[src/rtl/fifox_rd_pkg.sv]
// Shared definitions for the FIFOX read-side MVB adapter.
package fifox_rd_pkg;

    // Skid buffer occupancy: empty, head only, head plus overflow.
    typedef enum logic [1:0] {
        S0 = 2'd0,
        S1 = 2'd1,
        S2 = 2'd2
    } buf_state_t;

endpackage

[src/rtl/skid_buf2.sv]
// Two-entry registered skid buffer; head_reg always drives dout, second_reg
// absorbs the one item that can arrive while the consumer stalls.
module skid_buf2
    import fifox_rd_pkg::*;
#(
    parameter int DATA_WIDTH = 64
) (
    input  logic                  clk,
    input  logic                  srst,
    input  logic                  push,
    input  logic                  pop,
    input  logic [DATA_WIDTH-1:0] din,
    output logic [DATA_WIDTH-1:0] dout,
    output logic                  vld,
    output buf_state_t            state
);

    buf_state_t            state_reg, state_next;
    logic [DATA_WIDTH-1:0] head_reg, head_next;
    logic [DATA_WIDTH-1:0] second_reg, second_next;
    logic                  vld_reg;

    always_comb begin
        state_next  = state_reg;
        head_next   = head_reg;
        second_next = second_reg;
        case (state_reg)
            S0: begin
                if (push) begin
                    head_next  = din;
                    state_next = S1;
                end
            end
            S1: begin
                if (push && pop) begin
                    head_next = din;
                end else if (push) begin
                    second_next = din;
                    state_next  = S2;
                end else if (pop) begin
                    state_next = S0;
                end
            end
            S2: begin
                // The upstream read is blocked here, so only a pop can occur.
                if (pop) begin
                    head_next  = second_reg;
                    state_next = S1;
                end
            end
            default: state_next = S0;
        endcase
    end

    always_ff @(posedge clk) begin
        if (srst) begin
            state_reg  <= S0;
            head_reg   <= '0;
            second_reg <= '0;
            vld_reg    <= 1'b0;
        end else begin
            state_reg  <= state_next;
            head_reg   <= head_next;
            second_reg <= second_next;
            vld_reg    <= (state_next != S0);
        end
    end

    assign dout  = head_reg;
    assign vld   = vld_reg;
    assign state = state_reg;

endmodule

[src/rtl/fifox_rd_mvb.sv]
// Show-ahead FIFOX reader presenting a single-item MVB stream with registered
// outputs, plus a saturating count of delivered items.
module fifox_rd_mvb
    import fifox_rd_pkg::*;
#(
    parameter int DATA_WIDTH = 64,
    parameter int CNT_WIDTH  = 32
) (
    input  logic                  clk,
    input  logic                  reset,
    input  logic [DATA_WIDTH-1:0] fifo_do,
    input  logic                  fifo_empty,
    output logic                  fifo_rd,
    output logic [DATA_WIDTH-1:0] tx_data,
    output logic                  tx_vld,
    output logic                  tx_src_rdy,
    input  logic                  tx_dst_rdy,
    input  logic                  cnt_clr,
    output logic [CNT_WIDTH-1:0]  cnt_items
);

    localparam logic [CNT_WIDTH-1:0] CNT_MAX = '1;
    localparam logic [CNT_WIDTH-1:0] CNT_ONE = {{(CNT_WIDTH-1){1'b0}}, 1'b1};

    buf_state_t           buf_state;
    logic                 buf_vld;
    logic                 push;
    logic                 pop;
    logic [CNT_WIDTH-1:0] cnt_reg, cnt_next;

    // Read enable looks only at registered buffer state, never at tx_dst_rdy,
    // which is what keeps the consumer's ready off the FIFO read path.
    assign fifo_rd = ~reset & ~fifo_empty & (buf_state != S2);
    assign push    = fifo_rd & ~fifo_empty;
    assign pop     = buf_vld & tx_dst_rdy;

    skid_buf2 #(
        .DATA_WIDTH (DATA_WIDTH)
    ) skid_buf2_i (
        .clk   (clk),
        .srst  (reset),
        .push  (push),
        .pop   (pop),
        .din   (fifo_do),
        .dout  (tx_data),
        .vld   (buf_vld),
        .state (buf_state)
    );

    assign tx_src_rdy = buf_vld;
    assign tx_vld     = buf_vld;

    always_comb begin
        cnt_next = cnt_reg;
        if (cnt_clr) begin
            cnt_next = pop ? CNT_ONE : '0;
        end else if (pop && (cnt_reg != CNT_MAX)) begin
            cnt_next = cnt_reg + CNT_ONE;
        end
    end

    always_ff @(posedge clk) begin
        if (reset) begin
            cnt_reg <= '0;
        end else begin
            cnt_reg <= cnt_next;
        end
    end

    assign cnt_items = cnt_reg;

endmodule

[config.mk]
export PLATFORM = sky130hd
export DESIGN_NAME = fifox_rd_mvb
export DESIGN_NICKNAME = d
export VERILOG_FILES = /design/src/rtl/fifox_rd_pkg.sv /design/src/rtl/skid_buf2.sv /design/src/rtl/fifox_rd_mvb.sv
export SDC_FILE = /design/constraint.sdc
export NUM_CORES = 1
export LEC_CHECK = 0
export CAP_MARGIN = 10
export CORE_MARGIN = 5
export CORE_UTILIZATION = 53
export DETAILED_ROUTE_END_ITERATION = 8
export GPL_TIMING_DRIVEN = 0
export HOLD_SLACK_MARGIN = 0.08
export PLACE_DENSITY = 0.85
export SLEW_MARGIN = 20
export SYNTH_ARGS = -nofsm -noshare
export SYNTH_HDL_FRONTEND = slang
export SYNTH_SLANG_ARGS = --single-unit
[constraint.sdc]
create_clock -name clk -period 4.95 [get_ports clk]
set_clock_uncertainty 0.1 [all_clocks]
set_input_delay 0.99 -clock clk [delete_from_list [all_inputs] [get_ports clk]]
set_output_delay 0.99 -clock clk [all_outputs]
set_load 0.01 [all_outputs]
==> impl_metrics.toml <==
[critical_path]
r2r_start = "skid_buf2_i.vld"
arrival_ns = 2.92
startpoint = "skid_buf2_i.state[0]"
required_ns = 3.86
critPathLaunchType = "flop"
worstPathCellList = "nand2b_1 -> clkbuf_1 -> buf_2 -> buf_1 -> nor3b_1 -> clkdlybuf4s50_1"
cpMaxStageDelayCell = "clkdlybuf4s50_1"
worst-setup-path-type = "flop to output port"
reg2reg_slack_ns = 2.39
critPathMaxStageDelay_ns = 0.60
cp_max_fo = 10
worst_setup_path_end_kind = "output port"
reg2regPathDepth = 8

[floorplan]
initial_core_util = 0.537
chipHeight_um = 123
dieArea_um2 = 15000
core-area_um2 = 12500
fp.dieW_um = 123
placementRows = 41
pin_count = 168

[layout]
layout.nets = 1041
multi_input_area_um2 = 3190
syn_to_final_growth_pct = 37.0
regArea_um2 = 3260
num-fill-cells = 990
diodes = 0
drive_above_1_share = 0.0468

[yosys]
avgSynthCellArea_um2 = 8.55
ys_async_sr_fraction = 0
synth_edf_count = 0
seq_area_frac_synth = 0.486
yosys_warnings = 0
synth_fp_nets = 856
synth_seq_cells = 163
synth_cell_types = 46
synth_ff_type = "dfxtp_1"
synthCells = 786
syn_area_um2 = 6720

[hold_path]
min_path_type = "flop to flop"
hold_depth = 2
hp-start = "skid_buf2_i.second_reg[15]"

[clock_tree]
cts.clk_slew.worst_paths_ns = 0.06
post_cts_resized = 0
cts_buffers = 17
cts_setup_buffers = 0
cts_hold_buf = 0
cts_buffer_depth = 2
root_buffer = "clkbuf_16"
cts_tree = "yes"
htree_levels = 4
clkLatencyLatePin_ns = 0.42
clock_sinks = 163

[timing]
slew_headroom = 0.493
finalHoldViolations = 0
worst_pin_slew_ns = 0.761
post-route-period-util = 0.810
finalSetupViolations = 0
clock.fmax_mhz = 249
rsz0062_at_grt = "no"
setup_ws_ns = 0.941
post-route-min-period_ns = 4.01
finalMaxSlewViolations = 0
setup_tns_ns = 0

[global_routing]
grt_pass1_wl_mm = 29.6
grt_pass1_vias = 6189
grt_start_max_net_pins = 17
gr-total-overflow = 0
antenna_found_initial = 0
grt_usage = 0.248

[power]
seqPwrFrac = 0.444
clkPwrFrac = 0.427
pwr-share-comb = 0.129
switching_share = 0.236
powerDensity_nw_per_um2 = 344
cell_internal_pwr_w = 0.00242
total_leakage_power_nw = 3.46
ir_worst_vdd_mv = 0.199
p_switching_w = 0.000746

[run_status]
status = "completed"

[detailed_routing]
wirelength_mm = 18.6
avgViaCountPerCell = 5.53
initialDrtViolationCount = 515
postRouteAntennaNets = 0
drc_errors = 0
dr.pass1.iters = 5
dr_total_vias = 6384
wl_per_cell_um = 16.1

[place]
io_buffer_count = 166
hpwl_mm = 13.2
dp_slack_ns = 1.30
gp_congestion = 0.840

[flow_run]
drv_cap = 0
critical path, delay by kind of cell (launching register included):
kind,cells,cell delay [ns]
buffers and inverters,4,1.70
and+or+nand+nor,2,0.39
DFF,1,0.42
worst paths after layout:
path	end
min reg2reg	skid_buf2_i.second_reg[15]
min	skid_buf2_i.second_reg[15]
max	fifo_rd
max reg2reg	skid_buf2_i.dout[16]
synthesized netlist by cell type, drive strengths merged (2+ instances only):
library cell	number	area (µm²)
and2	3	18.8
dfxtp	163	3260
nor3	4	20.0
or2	3	18.8
a21oi	93	465
nor4	3	33.8
buf	14	67.6
inv	5	18.8
or4	6	48.8
a211oi	65	488
or3	23	146
and3	4	25.0
a31o	2	17.5
nand2	141	529
a31oi	3	18.8
nand4	11	83.8
o21ai	24	120
clkbuf	47	176
nand2b	2	12.5
nor2	74	278
nand3	13	65.1
o31ai	3	22.5
o21a	2	15.0
mux2i	64	641
final cells by class:
| type | instances | area share |
|---|---|---|
| Sequential cell | 163 | 0.354 |
| Timing Repair Buffer | 166 | 0.180 |
| Multi-Input combinational cell | 557 | 0.347 |
| Buffer | 61 | 0.0265 |
| Tap cell | 172 | 0.0234 |
| Clock buffer | 23 | 0.0530 |
| Clock inverter | 8 | 0.0135 |
| Inverter | 5 | 0.00204 |
per-layer routing:
layer	vias to the layer above	track usage	wire length, µm
met5	-	0	0
met4	0	0.100	525
met3	36	0.0677	1060
met2	196	0.415	9070
met1	3010	0.303	7970
li1	3142	-	-
through the flow:
stage,power (W),area (µm²),hold WS (ns),utilization,std cells
5_1_grt,0.00327,9210,0.366,0.736,1155
3_3_place_gp,0.00183,8590,0.341,0.687,1124
4_1_cts,0.00318,9210,0.354,0.736,1155
6_report,0.00317,9210,0.351,0.736,1155
3_5_place_dp,0.00184,8590,0.346,0.687,1124
2_1_floorplan,0.00163,6720,0.336,-,786
logic make-up (layout without fill, tap and decap cells):
| kind of cell | after synthesis | in the layout | synth area share |
|---|---|---|---|
| adders and majority gates | 1 | 1 | 0.00186 |
| AOI/OAI and AO/OA | 200 | 200 | 0.181 |
| and+or+nand+nor | 291 | 291 | 0.195 |
| buffers and inverters | 66 | 263 | 0.0391 |
| DFF | 163 | 163 | 0.486 |
| muxes | 65 | 65 | 0.0970 |
power by group through the flow:
| stage | Sequential [W] | Clock, W | Combinational (W) |
|---|---|---|---|
| 6_report | 0.00141 | 0.00135 | 0.000408 |
| 5_1_grt | 0.00141 | 0.00142 | 0.000443 |
| 4_1_cts | 0.00141 | 0.00136 | 0.000411 |
| 3_5_place_dp | 0.00144 | 0 | 0.000406 |
| 3_3_place_gp | 0.00143 | 0 | 0.000398 |
| 2_1_floorplan | 0.00145 | 0 | 0.000174 |
placed cells by master, fill, tap and decap left out, drive strengths merged, types with 2 or more instances in the layout:
| cell | n |
|---|---|
| or4 | 6 |
| nand4 | 11 |
| a31oi | 3 |
| nor4 | 3 |
| nor2 | 74 |
| bufinv | 3 |
| or3 | 23 |
| dfxtp | 163 |
| mux2i | 64 |
| a211oi | 65 |
| nand2 | 141 |
| clkinv | 2 |
| o21a | 2 |
| o21ai | 24 |
| or2 | 3 |
| nor3 | 4 |
| buf | 14 |
| clkinvlp | 2 |
| a21oi | 93 |
| clkdlybuf4s50 | 166 |
| a31o | 2 |
| nand2b | 2 |
| and3 | 4 |
| inv | 6 |
| and2 | 3 |
| clkbuf | 70 |
| nand3 | 13 |
| o31ai | 3 |
Power figures use the tool's default switching activity.
